--- src/rtl/bist_pattern_driver.sv ---
// Exhaustive pattern driver with serial MISR response compaction for small CUTs.
// Optional run abort port enabled by defining BIST_ABORT_EN.
module bist_pattern_driver #(
    parameter int unsigned      WIDTH   = 2,
    parameter int unsigned      LATENCY = 1,
    parameter int unsigned      SIG_W   = 8,
    parameter logic [SIG_W-1:0] POLY    = SIG_W'('h1D)
) (
    input  logic             clk,
    input  logic             rst_n,
    input  logic             start,
`ifdef BIST_ABORT_EN
    input  logic             abort,
`endif
    output logic [WIDTH-1:0] pat_out,
    input  logic             resp_in,
    output logic             busy,
    output logic             done,
    output logic [SIG_W-1:0] signature,
    output logic [WIDTH:0]   pat_count
);

    localparam logic [1:0] S_IDLE  = 2'd0;
    localparam logic [1:0] S_RUN   = 2'd1;
    localparam logic [1:0] S_DRAIN = 2'd2;
    localparam logic [1:0] S_DONE  = 2'd3;

    localparam int unsigned DW = (LATENCY > 1) ? $clog2(LATENCY) : 1;

    logic [1:0]       state_q, state_d;
    logic [WIDTH-1:0] pat_q, pat_d;
    logic [DW-1:0]    drn_q, drn_d;
    logic [SIG_W-1:0] sig_q, sig_d;
    logic [WIDTH:0]   cnt_q, cnt_d;
    logic             run;
    logic             drain;
    logic             launch;
    logic             abort_hit;
    logic             vld_out;

    assign run    = (state_q == S_RUN);
    assign drain  = (state_q == S_DRAIN);
    assign launch = (state_q == S_IDLE) && start;

`ifdef BIST_ABORT_EN
    assign abort_hit = abort && (run || drain);
`else
    assign abort_hit = 1'b0;
`endif

    always_comb begin
        state_d = state_q;
        pat_d   = pat_q;
        drn_d   = drn_q;
        case (state_q)
            S_IDLE: begin
                if (start) begin
                    state_d = S_RUN;
                    pat_d   = '0;
                end
            end
            S_RUN: begin
                pat_d = pat_q + WIDTH'(1);
                drn_d = '0;
                if (&pat_q) begin
                    state_d = (LATENCY == 0) ? S_DONE : S_DRAIN;
                end
            end
            S_DRAIN: begin
                drn_d = drn_q + DW'(1);
                if (drn_q == DW'(LATENCY - 1)) begin
                    state_d = S_DONE;
                end
            end
            default: state_d = S_IDLE;
        endcase
        if (abort_hit) begin
            state_d = S_IDLE;
        end
    end

    // Responses arrive LATENCY cycles after their pattern; a valid bit rides along.
    if (LATENCY == 0) begin : g_comb
        assign vld_out = run;
    end else begin : g_dly
        logic [LATENCY-1:0] vld_q;
        always_ff @(posedge clk or negedge rst_n) begin
            if (!rst_n) begin
                vld_q <= '0;
            end else if (abort_hit) begin
                vld_q <= '0;
            end else begin
                vld_q <= (vld_q << 1) | LATENCY'(run);
            end
        end
        assign vld_out = vld_q[LATENCY-1];
    end

    always_comb begin
        sig_d = sig_q;
        cnt_d = cnt_q;
        if (launch) begin
            sig_d = '0;
            cnt_d = '0;
        end else if (vld_out) begin
            sig_d = {sig_q[SIG_W-2:0], 1'b0}
                  ^ (sig_q[SIG_W-1] ? POLY : '0)
                  ^ SIG_W'(resp_in);
            cnt_d = cnt_q + (WIDTH+1)'(1);
        end
    end

    always_ff @(posedge clk or negedge rst_n) begin
        if (!rst_n) begin
            state_q <= S_IDLE;
            pat_q   <= '0;
            drn_q   <= '0;
            sig_q   <= '0;
            cnt_q   <= '0;
        end else begin
            state_q <= state_d;
            pat_q   <= pat_d;
            drn_q   <= drn_d;
            sig_q   <= sig_d;
            cnt_q   <= cnt_d;
        end
    end

    assign pat_out   = run ? pat_q : '0;
    assign busy      = run || drain;
    assign done      = (state_q == S_DONE);
    assign signature = sig_q;
    assign pat_count = cnt_q;

endmodule
--- config.mk ---
export PLATFORM = sky130hd
export DESIGN_NAME = bist_pattern_driver
export DESIGN_NICKNAME = d
export VERILOG_FILES = /design/src/rtl/bist_pattern_driver.sv
export SDC_FILE = /design/constraint.sdc
export NUM_CORES = 1
export LEC_CHECK = 0
export ABC_CLOCK_PERIOD_IN_PS = 1800
export BUFFER_PORTS_ARGS = -buffer_cell sky130_fd_sc_hd__buf_2
export CAP_MARGIN = 20
export CORE_MARGIN = 4
export CORE_UTILIZATION = 54
export CTS_BUF_LIST = sky130_fd_sc_hd__clkbuf_8
export DETAILED_ROUTE_END_ITERATION = 8
export PLACE_DENSITY = 0.86
export RECOVER_POWER = 50
export SETUP_SLACK_MARGIN = 0.2
export SLEW_MARGIN = 20
export SYNTH_ARGS = -nofsm -noshare
export SYNTH_HDL_FRONTEND = slang
export SYNTH_SLANG_ARGS = --single-unit
--- constraint.sdc ---
create_clock -name clk -period 1.8 [get_ports clk]
set_input_delay 0.09 -clock clk [delete_from_list [all_inputs] [get_ports clk]]
set_output_delay 0.09 -clock clk [all_outputs]
set_load 0.1 [all_outputs]
==> out/summary.txt <==
Row count = 14
CP arrival = 1700 ps
Status = finished, final reports clean
Max-Slew Margin vs Limit = 0.414
Ant. Diodes = 0
Synth Flop Type = dfrtp_1
Via/cell ratio = 5.53
Min-Delay Endpoint = signature[0]
IO Pins = 19
Nets = 114
R2R setup slack = 230 ps
FF-to-FF End = state_q[1]
Area of the die = 2300 um^2
Mapped Area = 863 um^2
CTS sink count = 17
HPWL after DPL = 1200 um
First-pass GRT wire length = 2750 um
Area of the core = 1510 um^2
Largest stage delay, worst path = 380 ps
Endpoint type of the worst setup path = flip-flop
Worst skew pair latency = 250 ps
GPL Wtd Cong = 0.751
Deepest clock path buffer count = 2
Distinct cells, synth = 21
Max Freq = 638 MHz
Worst Tran Pin Value = 880 ps
Mapped Nets = 89
Clk_skew = 4.04 ps
Min Tclk post-route = 1570 ps
FILL cells = 111
Final Setup Violations = 0
Multi-input gate area = 420 um^2
TritonCTS clock tree = done
Slowest CP cell = dfrtp_1
Pin count of the biggest net entering global routing = 18
Vias in the first global route = 650
Top cells by count, synth = dfrtp_1, nor2_1, ha_1, mux2i_1, xnor2_1
Crit-path cells = inv_1, ha_4, nor2b_2, a221o_1, mux2_4
Layout area overhead = 24.2%
Worst R2R Start = state_q[0]
Final Util = 0.712
Final Hold Fails = 0
Sequential element share of the synthesized area = 0.493
Min-delay src = resp_in
FF+latch count, synth = 17
Final antenna-violating net count = 0
Ratio of cells with drive above 1 in the final layout = 0.297
Routed vias = 647
Tcrit/Tclk final = 0.871
Crit-path max FO = 6
Setup Crit Path Kind = reg2reg
DRC = 0
Tightest Hold Check Type = in2reg
Starting DRT DRC Count = 21
Clock-pin transition on the worst setup and hold timing paths = 70 ps
Total congestion overflow = 0
IO buf count = 18
Sequential cell area = 427 um^2
Root Buffer = clkbuf_8
Worst Hold Depth = 3
Num CTS Buffers = 3
Max Slew Vio Count = 0
RSZ-0062 raised after global routing = true
Most frequent cell after synthesis = dfrtp_1
Die width = 48.0 um
Total wire length = 1720 um
YS warnings = 0
Ys async rst share = 1.00
Top-area cell type share of the netlist area = 0.493
Die Ht = 48.0 um
EDFF count, synth = 0
Initial Utilization = 0.573
Setup_tns = 0 ps
Syn Area/Cell = 11.2 um^2
DRT Pass-1 Iters = 5
Startpoint types = flip-flop
Reg2Reg Depth = 5
Gr usage total = 0.176
Initial antenna violation count = 0
Wirelength per Cell = 14.7 um
Top post-synthesis cells by area = dfrtp_1, ha_1, mux2i_1
Max-cap viol count = 0
Critical Path RT = 1940 ps
Synth area leader = dfrtp_1
Cell count after synthesis = 77
H-tree lvl count = 1
==> layout by cell type, fill, tap and decap left out, drive strengths merged <==
cell         instances
a211oi               4
dfrtp               17
nand3b               1
mux2i                7
inv                  4
a21oi                1
nand2                1
a32oi                1
xnor2                6
a221o                1
and2                 3
dlygate4sd3          1
clkbuf              11
o21ai                3
xor2                 1
nand3                1
o21bai               1
buf                 15
clkinv               1
nor2b                1
ha                   8
mux2                 1
nor2                11
==> worst max-delay path: cells and delay by family, from the launching register on <==
kind,cells,cell delay [ps]
fa+ha+maj,1,190
flops,1,380
mux,1,310
buf+inv,1,100
simple gates,1,160
compound gates,1,310
==> cell type report <==
type	count	area share
timing repair buffer	24	0.134
sequential	17	0.398
clock inverter	1	0.00467
inverter	4	0.0140
tap	16	0.0187
clock buffer	3	0.0385
multi-input combinational	52	0.392
==> flip-flops by register name (all words and copies together) (netlist names) <==
signal,cells
signature,8
g_dly.vld_q,1
pat_q,2
state_q,2
drn_q,1
pat_count,3
==> cells by family after synthesis <==
logic type               Yosys count  share of synthesized area
buffers and inverters              8                     0.0377
adder cells (fa/ha/maj)            8                      0.116
XOR/XNOR                           7                     0.0710
AO/OA/AOI/OAI                     11                     0.0884
flip-flops                        17                      0.493
multiplexers                       8                     0.0985
AND/OR/NAND/NOR                   18                     0.0957
==> worst max-delay path by stage <==
stage	startpoint	endpoint
3_3_place_gp	state_q[0]	state_q[1]
2_1_floorplan	pat_count[0]	pat_count[1]
3_5_place_dp	state_q[0]	state_q[1]
6_report	state_q[0]	state_q[1]
4_1_cts	state_q[1]	pat_out[0]
5_1_grt	state_q[0]	state_q[1]
==> metrics by stage <==
step           area [um^2]  std cells  worst slack (ps)  hold WS, ps
3_5_place_dp           960        107               185         26.2
5_1_grt               1070        117               160          182
6_report              1070        117               233          163
2_1_floorplan          867         77               205         -206
3_3_place_gp           960        107               234         25.8
4_1_cts               1050        116               237          157
==> per-layer routing <==
metal | wire length [um] | track usage | vias up
met5 | 0 | 0 | -
met1 | 707 | 0.196 | 313
met2 | 888 | 0.314 | 29
met3 | 107 | 0.0338 | 2
met4 | 19 | 0.0860 | 0
li1 | - | - | 303
==> timing repair <==
item	4_1_cts	5_1_grt
hold buffers	1	0
endpoints found under the hold margin	17	0
gates resized for setup	2	3
setup endpoints to repair	4	2
setup buffers	4	1
Power is left out: the tool's default activity adds up to more than one toggle a clock period on the data nets, which glitch-free logic cannot reach.
